### src/rtl/vram_arbiter_if.sv
// Bus bundle between the video/CPU requesters, the arbiter and the bitmap RAM.
// Handshakes: vid_req is a one-cycle strobe with no backpressure, answered by a
// vid_valid pulse; cpu_req is a level held until the one-cycle cpu_ack pulse.
interface vram_arbiter_if #(
   parameter int AW = 15
);
   logic          vid_req;
   logic [AW-1:0] vid_addr;
   logic [7:0]    vid_data;
   logic          vid_valid;
   logic          vid_overrun;
   logic          cpu_req;
   logic          cpu_we;
   logic [AW-1:0] cpu_addr;
   logic [7:0]    cpu_wdata;
   logic [1:0]    cpu_nib;
   logic          cpu_ack;
   logic [7:0]    cpu_rdata;
   logic [AW-1:0] ram_addr;
   logic          ram_we;
   logic [1:0]    ram_be;
   logic [7:0]    ram_wdata;
   logic [7:0]    ram_rdata;

   modport master (
      output vid_req, vid_addr, cpu_req, cpu_we, cpu_addr, cpu_wdata, cpu_nib, ram_rdata,
      input  vid_data, vid_valid, vid_overrun, cpu_ack, cpu_rdata,
             ram_addr, ram_we, ram_be, ram_wdata
   );

   modport slave (
      input  vid_req, vid_addr, cpu_req, cpu_we, cpu_addr, cpu_wdata, cpu_nib, ram_rdata,
      output vid_data, vid_valid, vid_overrun, cpu_ack, cpu_rdata,
             ram_addr, ram_we, ram_be, ram_wdata
   );
endinterface

### src/rtl/vram_arbiter.sv
// Single-port VRAM arbiter: video fetches win over the CPU, with a one-deep
// video pending buffer and a starvation counter that forces a CPU grant.
module vram_arbiter #(
   parameter int AW     = 15,
   parameter int STARVE = 3
) (
   input  logic                 clk,
   input  logic                 reset,
   vram_arbiter_if.slave        bus,
   output logic [1:0]           dbg_cpu_state
);

   localparam int SW = (STARVE < 1) ? 1 : $clog2(STARVE + 1);
   localparam logic [SW-1:0] STARVE_MAX = SW'(STARVE);

   typedef enum logic [1:0] {C_IDLE, C_WAIT, C_ISSUED, C_DONE} cpu_state_e;

   cpu_state_e    state_q, state_d;
   logic [SW-1:0] starve_q, starve_d;
   logic          pend_v_q, pend_v_d;
   logic [AW-1:0] pend_addr_q, pend_addr_d;
   logic          p1_vid_q, p1_vid_d, p2_vid_q, p2_vid_d;
   logic          p1_crd_q, p1_crd_d, p2_crd_q, p2_crd_d;
   logic          lat_we_q, lat_we_d;
   logic [AW-1:0] ram_addr_q, ram_addr_d;
   logic          ram_we_q, ram_we_d;
   logic [1:0]    ram_be_q, ram_be_d;
   logic [7:0]    ram_wdata_q, ram_wdata_d;
   logic [7:0]    vid_data_q, vid_data_d;
   logic          vid_valid_q, vid_valid_d;
   logic          overrun_q, overrun_d;
   logic          cpu_ack_q, cpu_ack_d;
   logic [7:0]    cpu_rdata_q, cpu_rdata_d;

   logic          cpu_wait, force_cpu, grant_cpu, vid_grant;
   logic [AW-1:0] vid_gaddr;

   always_comb begin
      state_d     = state_q;
      starve_d    = starve_q;
      pend_v_d    = pend_v_q;
      pend_addr_d = pend_addr_q;
      p1_vid_d    = 1'b0;
      p1_crd_d    = 1'b0;
      p2_vid_d    = p1_vid_q;
      p2_crd_d    = p1_crd_q;
      lat_we_d    = lat_we_q;
      ram_addr_d  = ram_addr_q;
      ram_we_d    = 1'b0;
      ram_be_d    = 2'b00;
      ram_wdata_d = ram_wdata_q;
      vid_data_d  = vid_data_q;
      vid_valid_d = 1'b0;
      overrun_d   = overrun_q;
      cpu_ack_d   = 1'b0;
      cpu_rdata_d = cpu_rdata_q;
      grant_cpu   = 1'b0;
      vid_grant   = 1'b0;
      vid_gaddr   = bus.vid_addr;

      cpu_wait  = (state_q == C_WAIT);
      force_cpu = cpu_wait && (starve_q == STARVE_MAX);

      // A forced CPU edge parks a new fetch; a second one with the buffer full is lost.
      if (force_cpu) begin
         grant_cpu = 1'b1;
         if (bus.vid_req) begin
            if (pend_v_q) begin
               overrun_d = 1'b1;
            end else begin
               pend_v_d    = 1'b1;
               pend_addr_d = bus.vid_addr;
            end
         end
      end else if (pend_v_q) begin
         vid_grant   = 1'b1;
         vid_gaddr   = pend_addr_q;
         pend_v_d    = bus.vid_req;
         pend_addr_d = bus.vid_req ? bus.vid_addr : pend_addr_q;
      end else if (bus.vid_req) begin
         vid_grant = 1'b1;
      end else if (cpu_wait) begin
         grant_cpu = 1'b1;
      end

      if (vid_grant) begin
         ram_addr_d = vid_gaddr;
         p1_vid_d   = 1'b1;
      end
      if (grant_cpu) begin
         ram_addr_d  = bus.cpu_addr;
         ram_we_d    = bus.cpu_we;
         ram_be_d    = bus.cpu_we ? bus.cpu_nib : 2'b00;
         ram_wdata_d = bus.cpu_wdata;
         lat_we_d    = bus.cpu_we;
         p1_crd_d    = !bus.cpu_we;
      end

      if (grant_cpu || !cpu_wait) starve_d = '0;
      else                        starve_d = starve_q + SW'(1);

      if (p2_vid_q) begin
         vid_valid_d = 1'b1;
         vid_data_d  = bus.ram_rdata;
      end

      case (state_q)
         C_IDLE:   if (bus.cpu_req) state_d = C_WAIT;
         C_WAIT:   if (grant_cpu) state_d = C_ISSUED;
         C_ISSUED: begin
            // Writes finish one edge after the strobe, reads when RAM data arrives.
            if (lat_we_q || p2_crd_q) begin
               state_d   = C_DONE;
               cpu_ack_d = 1'b1;
               if (!lat_we_q) cpu_rdata_d = bus.ram_rdata;
            end
         end
         default:  state_d = C_IDLE;
      endcase
   end

   always_ff @(posedge clk or posedge reset) begin
      if (reset) begin
         state_q     <= C_IDLE;
         starve_q    <= '0;
         pend_v_q    <= 1'b0;
         pend_addr_q <= '0;
         p1_vid_q    <= 1'b0;
         p2_vid_q    <= 1'b0;
         p1_crd_q    <= 1'b0;
         p2_crd_q    <= 1'b0;
         lat_we_q    <= 1'b0;
         ram_addr_q  <= '0;
         ram_we_q    <= 1'b0;
         ram_be_q    <= 2'b00;
         ram_wdata_q <= '0;
         vid_data_q  <= '0;
         vid_valid_q <= 1'b0;
         overrun_q   <= 1'b0;
         cpu_ack_q   <= 1'b0;
         cpu_rdata_q <= '0;
      end else begin
         state_q     <= state_d;
         starve_q    <= starve_d;
         pend_v_q    <= pend_v_d;
         pend_addr_q <= pend_addr_d;
         p1_vid_q    <= p1_vid_d;
         p2_vid_q    <= p2_vid_d;
         p1_crd_q    <= p1_crd_d;
         p2_crd_q    <= p2_crd_d;
         lat_we_q    <= lat_we_d;
         ram_addr_q  <= ram_addr_d;
         ram_we_q    <= ram_we_d;
         ram_be_q    <= ram_be_d;
         ram_wdata_q <= ram_wdata_d;
         vid_data_q  <= vid_data_d;
         vid_valid_q <= vid_valid_d;
         overrun_q   <= overrun_d;
         cpu_ack_q   <= cpu_ack_d;
         cpu_rdata_q <= cpu_rdata_d;
      end
   end

   assign bus.vid_data    = vid_data_q;
   assign bus.vid_valid   = vid_valid_q;
   assign bus.vid_overrun = overrun_q;
   assign bus.cpu_ack     = cpu_ack_q;
   assign bus.cpu_rdata   = cpu_rdata_q;
   assign bus.ram_addr    = ram_addr_q;
   assign bus.ram_we      = ram_we_q;
   assign bus.ram_be      = ram_be_q;
   assign bus.ram_wdata   = ram_wdata_q;
   assign dbg_cpu_state   = state_q;

endmodule
### src/flat_wrapper.sv
// flat-port wrapper written by rule: the top's interface ports become plain ports
module vram_arbiter_flat 
#(
   parameter int AW     = 15,
   parameter int STARVE = 3
)
  (clk, reset, dbg_cpu_state, bus_vid_req, bus_vid_addr, bus_cpu_req, bus_cpu_we, bus_cpu_addr, bus_cpu_wdata, bus_cpu_nib, bus_ram_rdata, bus_vid_data, bus_vid_valid, bus_vid_overrun, bus_cpu_ack, bus_cpu_rdata, bus_ram_addr, bus_ram_we, bus_ram_be, bus_ram_wdata);
  vram_arbiter_if #(.AW(AW)) bus_i ();
  input  logic clk;
  input  logic reset;
  output logic [1:0] dbg_cpu_state;
  input wire logic [$bits(bus_i.vid_req)-1:0] bus_vid_req;
  input wire logic [$bits(bus_i.vid_addr)-1:0] bus_vid_addr;
  input wire logic [$bits(bus_i.cpu_req)-1:0] bus_cpu_req;
  input wire logic [$bits(bus_i.cpu_we)-1:0] bus_cpu_we;
  input wire logic [$bits(bus_i.cpu_addr)-1:0] bus_cpu_addr;
  input wire logic [$bits(bus_i.cpu_wdata)-1:0] bus_cpu_wdata;
  input wire logic [$bits(bus_i.cpu_nib)-1:0] bus_cpu_nib;
  input wire logic [$bits(bus_i.ram_rdata)-1:0] bus_ram_rdata;
  output wire logic [$bits(bus_i.vid_data)-1:0] bus_vid_data;
  output wire logic [$bits(bus_i.vid_valid)-1:0] bus_vid_valid;
  output wire logic [$bits(bus_i.vid_overrun)-1:0] bus_vid_overrun;
  output wire logic [$bits(bus_i.cpu_ack)-1:0] bus_cpu_ack;
  output wire logic [$bits(bus_i.cpu_rdata)-1:0] bus_cpu_rdata;
  output wire logic [$bits(bus_i.ram_addr)-1:0] bus_ram_addr;
  output wire logic [$bits(bus_i.ram_we)-1:0] bus_ram_we;
  output wire logic [$bits(bus_i.ram_be)-1:0] bus_ram_be;
  output wire logic [$bits(bus_i.ram_wdata)-1:0] bus_ram_wdata;
  assign bus_i.vid_req = bus_vid_req;
  assign bus_i.vid_addr = bus_vid_addr;
  assign bus_i.cpu_req = bus_cpu_req;
  assign bus_i.cpu_we = bus_cpu_we;
  assign bus_i.cpu_addr = bus_cpu_addr;
  assign bus_i.cpu_wdata = bus_cpu_wdata;
  assign bus_i.cpu_nib = bus_cpu_nib;
  assign bus_i.ram_rdata = bus_ram_rdata;
  assign bus_vid_data = bus_i.vid_data;
  assign bus_vid_valid = bus_i.vid_valid;
  assign bus_vid_overrun = bus_i.vid_overrun;
  assign bus_cpu_ack = bus_i.cpu_ack;
  assign bus_cpu_rdata = bus_i.cpu_rdata;
  assign bus_ram_addr = bus_i.ram_addr;
  assign bus_ram_we = bus_i.ram_we;
  assign bus_ram_be = bus_i.ram_be;
  assign bus_ram_wdata = bus_i.ram_wdata;
  vram_arbiter #(.AW(AW), .STARVE(STARVE)) u_core (.clk(clk), .reset(reset), .bus(bus_i), .dbg_cpu_state(dbg_cpu_state));
endmodule
### config.mk
export PLATFORM = sky130hd
export DESIGN_NAME = vram_arbiter_flat
export DESIGN_NICKNAME = d
export VERILOG_FILES = /design/src/rtl/vram_arbiter_if.sv /design/src/rtl/vram_arbiter.sv /design/src/flat_wrapper.sv
export SDC_FILE = /design/constraint.sdc
export NUM_CORES = 1
export LEC_CHECK = 0
export CAP_MARGIN = 5
export CORE_UTILIZATION = 60
export CTS_CLUSTER_DIAMETER = 150
export DETAILED_ROUTE_END_ITERATION = 12
export DONT_BUFFER_PORTS = 1
export PLACE_DENSITY_LB_ADDON = 0.12
export SLEW_MARGIN = 20
export SYNTH_ARGS = -nofsm -noshare
export SYNTH_HDL_FRONTEND = slang
export SYNTH_SLANG_ARGS = --single-unit
### constraint.sdc
create_clock -name clk -period 2.4 [get_ports clk]
set_input_delay 0.36 -clock clk [delete_from_list [all_inputs] [get_ports clk]]
set_output_delay 0.36 -clock clk [all_outputs]
set_load 0.02 [all_outputs]
* Word level (Yosys, flattened, before mapping)
Cells that the tools add are included.
Storage, ports and cells: flip-flop bits (word level) 70, input port bits 53, output and inout bits 47, word-level logic and storage cells 71
Operators by class: add/subtract/negate cells 1, eq/ne operators 8, mux-type cells 31, bitwise gates (word level) 1, reductions and logical operators 12
Operators with widths (count):
- 15-bit 2-to-1 mux | 8
- 1-bit 2-to-1 mux | 16
- 2-bit 2-to-1 mux | 6
- 3-bit AND reduction | 4
- 2-bit inequality test (second input constant) | 4
- 2-bit one-hot mux with 3 select lines | 1
- 2-bit equality test (second input constant) | 2
- 2-bit nonzero test | 2
- 2-bit by 1-bit adder with 2-bit output (second input constant) | 1
- 2-bit by 1-bit equality test with 1-bit output (second input constant) | 1
- 1-bit logical NOT | 2
- 2-bit logical NOT | 1
- 1-bit logical OR | 2
- 2-bit by 1-bit inequality test with 1-bit output (second input constant) | 1
- 1-bit logical AND | 1
- 1-bit NOT | 1

* Logic depth before layout (Yosys ltp)
depth after elaboration 7, depth in mapped cells 6, mapped depth without buffers 5

* Least setup slack after synthesis
Ideal clock, no wire load.
kind reg-to-reg, start point register u_core.state_q[1], in the netlist u_core.dbg_cpu_state[1], end point register u_core.pend_addr_q[0], setup time 0.127 ns, arrival time 1.755 ns, required time 2.273 ns, path slack 0.518 ns, stages on the path, launching flop included 7, path buffers 1, period minus slack after synthesis 1.882 ns, path through dfrtp_1 > inv_1 > ha_1 > nand2_2 > mux2i_4 > buf_6 > mux2_1
Between the ends: word-level cells in the longest chain between the ends 4, elaborated cells between the ends (all ways) 6, classes of those cells eq/ne: 2; mux: 1; reduce/logical: 3
RTL lines:
- start: declaration | line vram_arbiter.sv:18 | cpu_state_e state_q, state_d;
- start signal: assignment | line vram_arbiter.sv:143 | state_q <= state_d;
- 2-bit by 1-bit equality test with 1-bit output (*) | line vram_arbiter.sv:61 | cpu_wait = (state_q == C_WAIT);
- 1-bit logical AND (*) | line vram_arbiter.sv:62 | force_cpu = cpu_wait && (starve_q == STARVE_MAX);
- 2-bit inequality test (no line) or 2-bit nonzero test (tied branches)
- 3-bit AND reduction (no line)
- end signal: assignment | line vram_arbiter.sv:146 | pend_addr_q <= pend_addr_d;
- end: declaration | line vram_arbiter.sv:21 | logic [AW-1:0] pend_addr_q, pend_addr_d;
Mark *: on every way between the ends. The rest lies on a longest branch, timed or not. A chain may end at the register's enable or synchronous reset.

* Worst setup path in the final report
start point register u_core.state_q[1], in the netlist u_core.dbg_cpu_state[1], end point register u_core.pend_addr_q[9]
The elaborated chain is that of the path after synthesis.

==> summary.txt <==
Run status
  – Status: completed

Setup path
  – CP Data Required Time: between 2000 and 3000 ps
  – Critical path class: reg2reg
  – Crit-path max cell delay: 570 ps
  – Critical path's slowest cell: mux2i_4
  – WP buf/inv: 1
  – Reg2Reg Launch Point: u_core.dbg_cpu_state[1]$_DFFE_PP0P_
  – Worst Setup End Kind: flop
  – Max FO, Critical Path: 15
  – Critical-path cell list: inv_1, ha_1, nand2_2, mux2i_4, mux2_2
  – Worst setup path start: u_core.dbg_cpu_state[1]$_DFFE_PP0P_
  – Data arrival, critical path: 2430 ps
  – Top Family by Delay on Critical Path: multiplexers
  – CP Launch Type: flop

Synth
  – Cells after Synth: 199
  – Post-synthesis sequential area ratio: 60.37%
  – Avg Cell Area, Syn: around 15 µm²
  – Synth Register Bits: 70
  – Synth unique cells: 30
  – Mapped Area: between 2000 and 3000 µm²
  – Syn nets: 257
  – Yosys warning count: 0

Final layout
  – Fin area: ~3200 µm²
  – N_diodes: 0
  – Fill count: 293
  – Utilization after layout: 71.25%
  – Multi-input logic area: 1075 µm²
  – Storage cell area: around 1800 µm²
  – Area grow syn2layout: 10.61%
  – Final nets: 263
  – Layout cells sized above 1: a little over a quarter

Route
  – Initial DRC Count: 96
  – Drt wl/cell: 21.05 µm
  – Residual DRC count: 0
  – Final WL: approximately 5500 µm
  – Antenna-violating nets left: 0
  – DR vias/cell: 6.202
  – DR vias: 1625
  – Pre-Repair DR Iteration Count: 4

Place
  – Gp weighted congestion: 0.7270
  – Port Buf Inserts: 0
  – Placed cell areas: between 2000 and 3000 µm²
  – DP HPWL: 3924 µm
  – Dpl ws: approximately 210 ps

Global route
  – Initial antenna violation count: 0
  – Vias in the first global route: 1769
  – Pin count of the biggest net entering global routing: 43
  – Congestion Overflow GR: 0
  – First-pass GRT wire length: 8935 µm
  – Gr usage total: a little under a quarter

Hold path
  – Hold WC Path Type: in2reg
  – Min-delay src: bus_cpu_we

Floorplanning
  – Die W: 71.54 µm
  – IO Count: 100
  – Area of the core: approximately 4500 µm²
  – Starting Density: between 60% and 70%
  – Die Span Y: 71.54 µm
  – Std-Cell Rows: 24
  – Total die area: about 5100 µm²

Timing
  – Final slew viol count: 0
  – Fmax: between 400 and 500 MHz
  – RSZ-0062 raised after global routing: false
  – Final min period: between 2000 and 2500 ps
  – Setup_tns: 0 ps
  – Final WS setup: 189.2 ps
  – Hold Vio Cnt, Final: 0
  – Final setup fails: 0
  – Max transition margin: 33.72%
  – Skew final: 6.100 ps
  – Worst Tran Pin Value: 988.8 ps
  – Fin crit share: 92.12%

CTS
  – Clock Latency Late Sink: 330 ps
  – H-tree level count: 3
  – # clock sinks: 70
  – Clk buf depth: 2
  – Postcts setup bufs: 0
  – CTS Buf Count: 9
  – CTS tree: built
  – Reg clk slew, reported paths: about 80 ps
  – Root buf cell: clkbuf_8

Pwr
  – Leak: ~1.4 nW
  – P per Cell Area: around 1200 nW/µm²
  – Total Power: about 3.8 mW
  – Worst VDD drop: 0.6581 mV

Job
  – # Max-Cap Violations: 0
==> registers in the layout, summed over array words and instances (netlist names), 2 cells and up <==
name / flops
u_core.bus.cpu_rdata: 8
u_core.starve_q: 2
u_core.bus.ram_wdata: 8
u_core.bus.vid_data: 8
u_core.bus.ram_addr: 15
u_core.pend_addr_q: 15
u_core.bus.ram_be: 2
u_core.dbg_cpu_state: 2
==> final cells by class <==
cell class                 count  share of cell area, %
multi-input combinational    115                  33.49
sequential                    70                  54.58
clock buffer                  10                  4.288
clock inverter                 6                  3.626
inverter                       5                 0.5848
tap                           52                  2.027
timing repair buffer           4                  1.404
==> power by group <==
| part | leakage (nW) | switching, mW | total, mW | internal [mW] |
|---|---|---|---|---|
| logic | 0.436 | 0.267 | 0.595 | 0.329 |
| registers | 0.857 | 0.538 | 2.03 | 1.49 |
| clock network | 0.127 | 0.454 | 1.18 | 0.728 |
==> metal layers <==
| metal | global-route usage [%] | wire length, µm |
|---|---|---|
| met1 | 28.98 | 2261 |
| met2 | 38.94 | 2815 |
| met3 | 9.142 | 385 |
| met4 | 9.368 | 53 |
| met5 | 0 | 0 |
==> cells in the mapped netlist (all sizes together) <==
library cell | count | area share (%)
ha | 5 | 2.2
mux2i | 17 | 6.3
or3b | 1 | 0.30
o21bai | 2 | 0.52
mux2 | 41 | 16
inv | 5 | 0.65
o21ai | 2 | 0.47
nor4 | 1 | 0.22
dfrtp | 70 | 60
clkbuf | 1 | 0.13
nor3 | 1 | 0.17
o2bb2ai | 1 | 0.52
o21a | 2 | 0.52
and2 | 1 | 0.22
buf | 8 | 2.0
nand3b | 1 | 0.26
and3 | 2 | 0.43
nand2 | 2 | 0.34
nand2b | 2 | 0.43
nor4b | 1 | 0.30
nor2 | 17 | 2.3
o311a | 1 | 0.34
a221o | 15 | 5.2
==> final timing paths <==
path                                                            end  slack (ps)  depth (start not counted)
worst max-delay path              u_core.pend_addr_q[9]$_DFFE_PP0P_         190                          5
worst min-delay path                      u_core.p1_crd_q$_DFF_PP0_          90                          1
worst max register to register    u_core.pend_addr_q[9]$_DFFE_PP0P_         190                          5
worst min register to register            u_core.p2_vid_q$_DFF_PP0_         360                          0
max in group asynchronous         u_core.pend_addr_q[9]$_DFFE_PP0P_        1200                          3
min in group asynchronous       u_core.bus.ram_wdata[6]$_DFFE_PP0N_         560                          2
==> logic make-up (layout without fill, tap and decap cells) <==
kind of cell,count (synthesis),count (layout),share of synthesized area (%)
AOI/OAI and AO/OA,23,23,7.546
adders and majority gates,5,5,2.156
DFF,70,70,60.37
buffers and inverters,14,25,2.760
muxes,58,58,22.21
and+or+nand+nor,29,29,4.959
==> per-stage QoR <==
step | instances | hold slack (ps)
3_3_place_gp | 245 | 331.8
2_1_floorplan | 199 | 331.2
4_1_cts | 262 | 69.14
3_5_place_dp | 245 | 345.1
5_1_grt | 262 | 63.13
6_report | 262 | 88.06
==> placed cells by master (no fill, tap or decap), drive strengths merged <==
cell         synthesis  layout
a221o               15      15
and2                 1       1
and3                 2       2
buf                  8       3
bufinv               0       3
clkbuf               1      10
clkinv               0       1
dfrtp               70      70
dlygate4sd3          0       1
ha                   5       5
inv                  5       7
mux2                41      41
mux2i               17      17
nand2                2       2
nand2b               2       2
nand3b               1       1
nor2                17      17
nor3                 1       1
nor4                 1       1
nor4b                1       1
o21a                 2       2
o21ai                2       2
o21bai               2       2
o2bb2ai              1       1
o311a                1       1
or3b                 1       1
==> repair_timing <==
| item | 4_1_cts | 5_1_grt |
|---|---|---|
| resized for setup | 0 | 0 |
| hold buffers | 1 | 0 |
| endpoints found under the hold margin | 12 | 0 |
No activity file was read; power rests on OpenSTA's default activity.
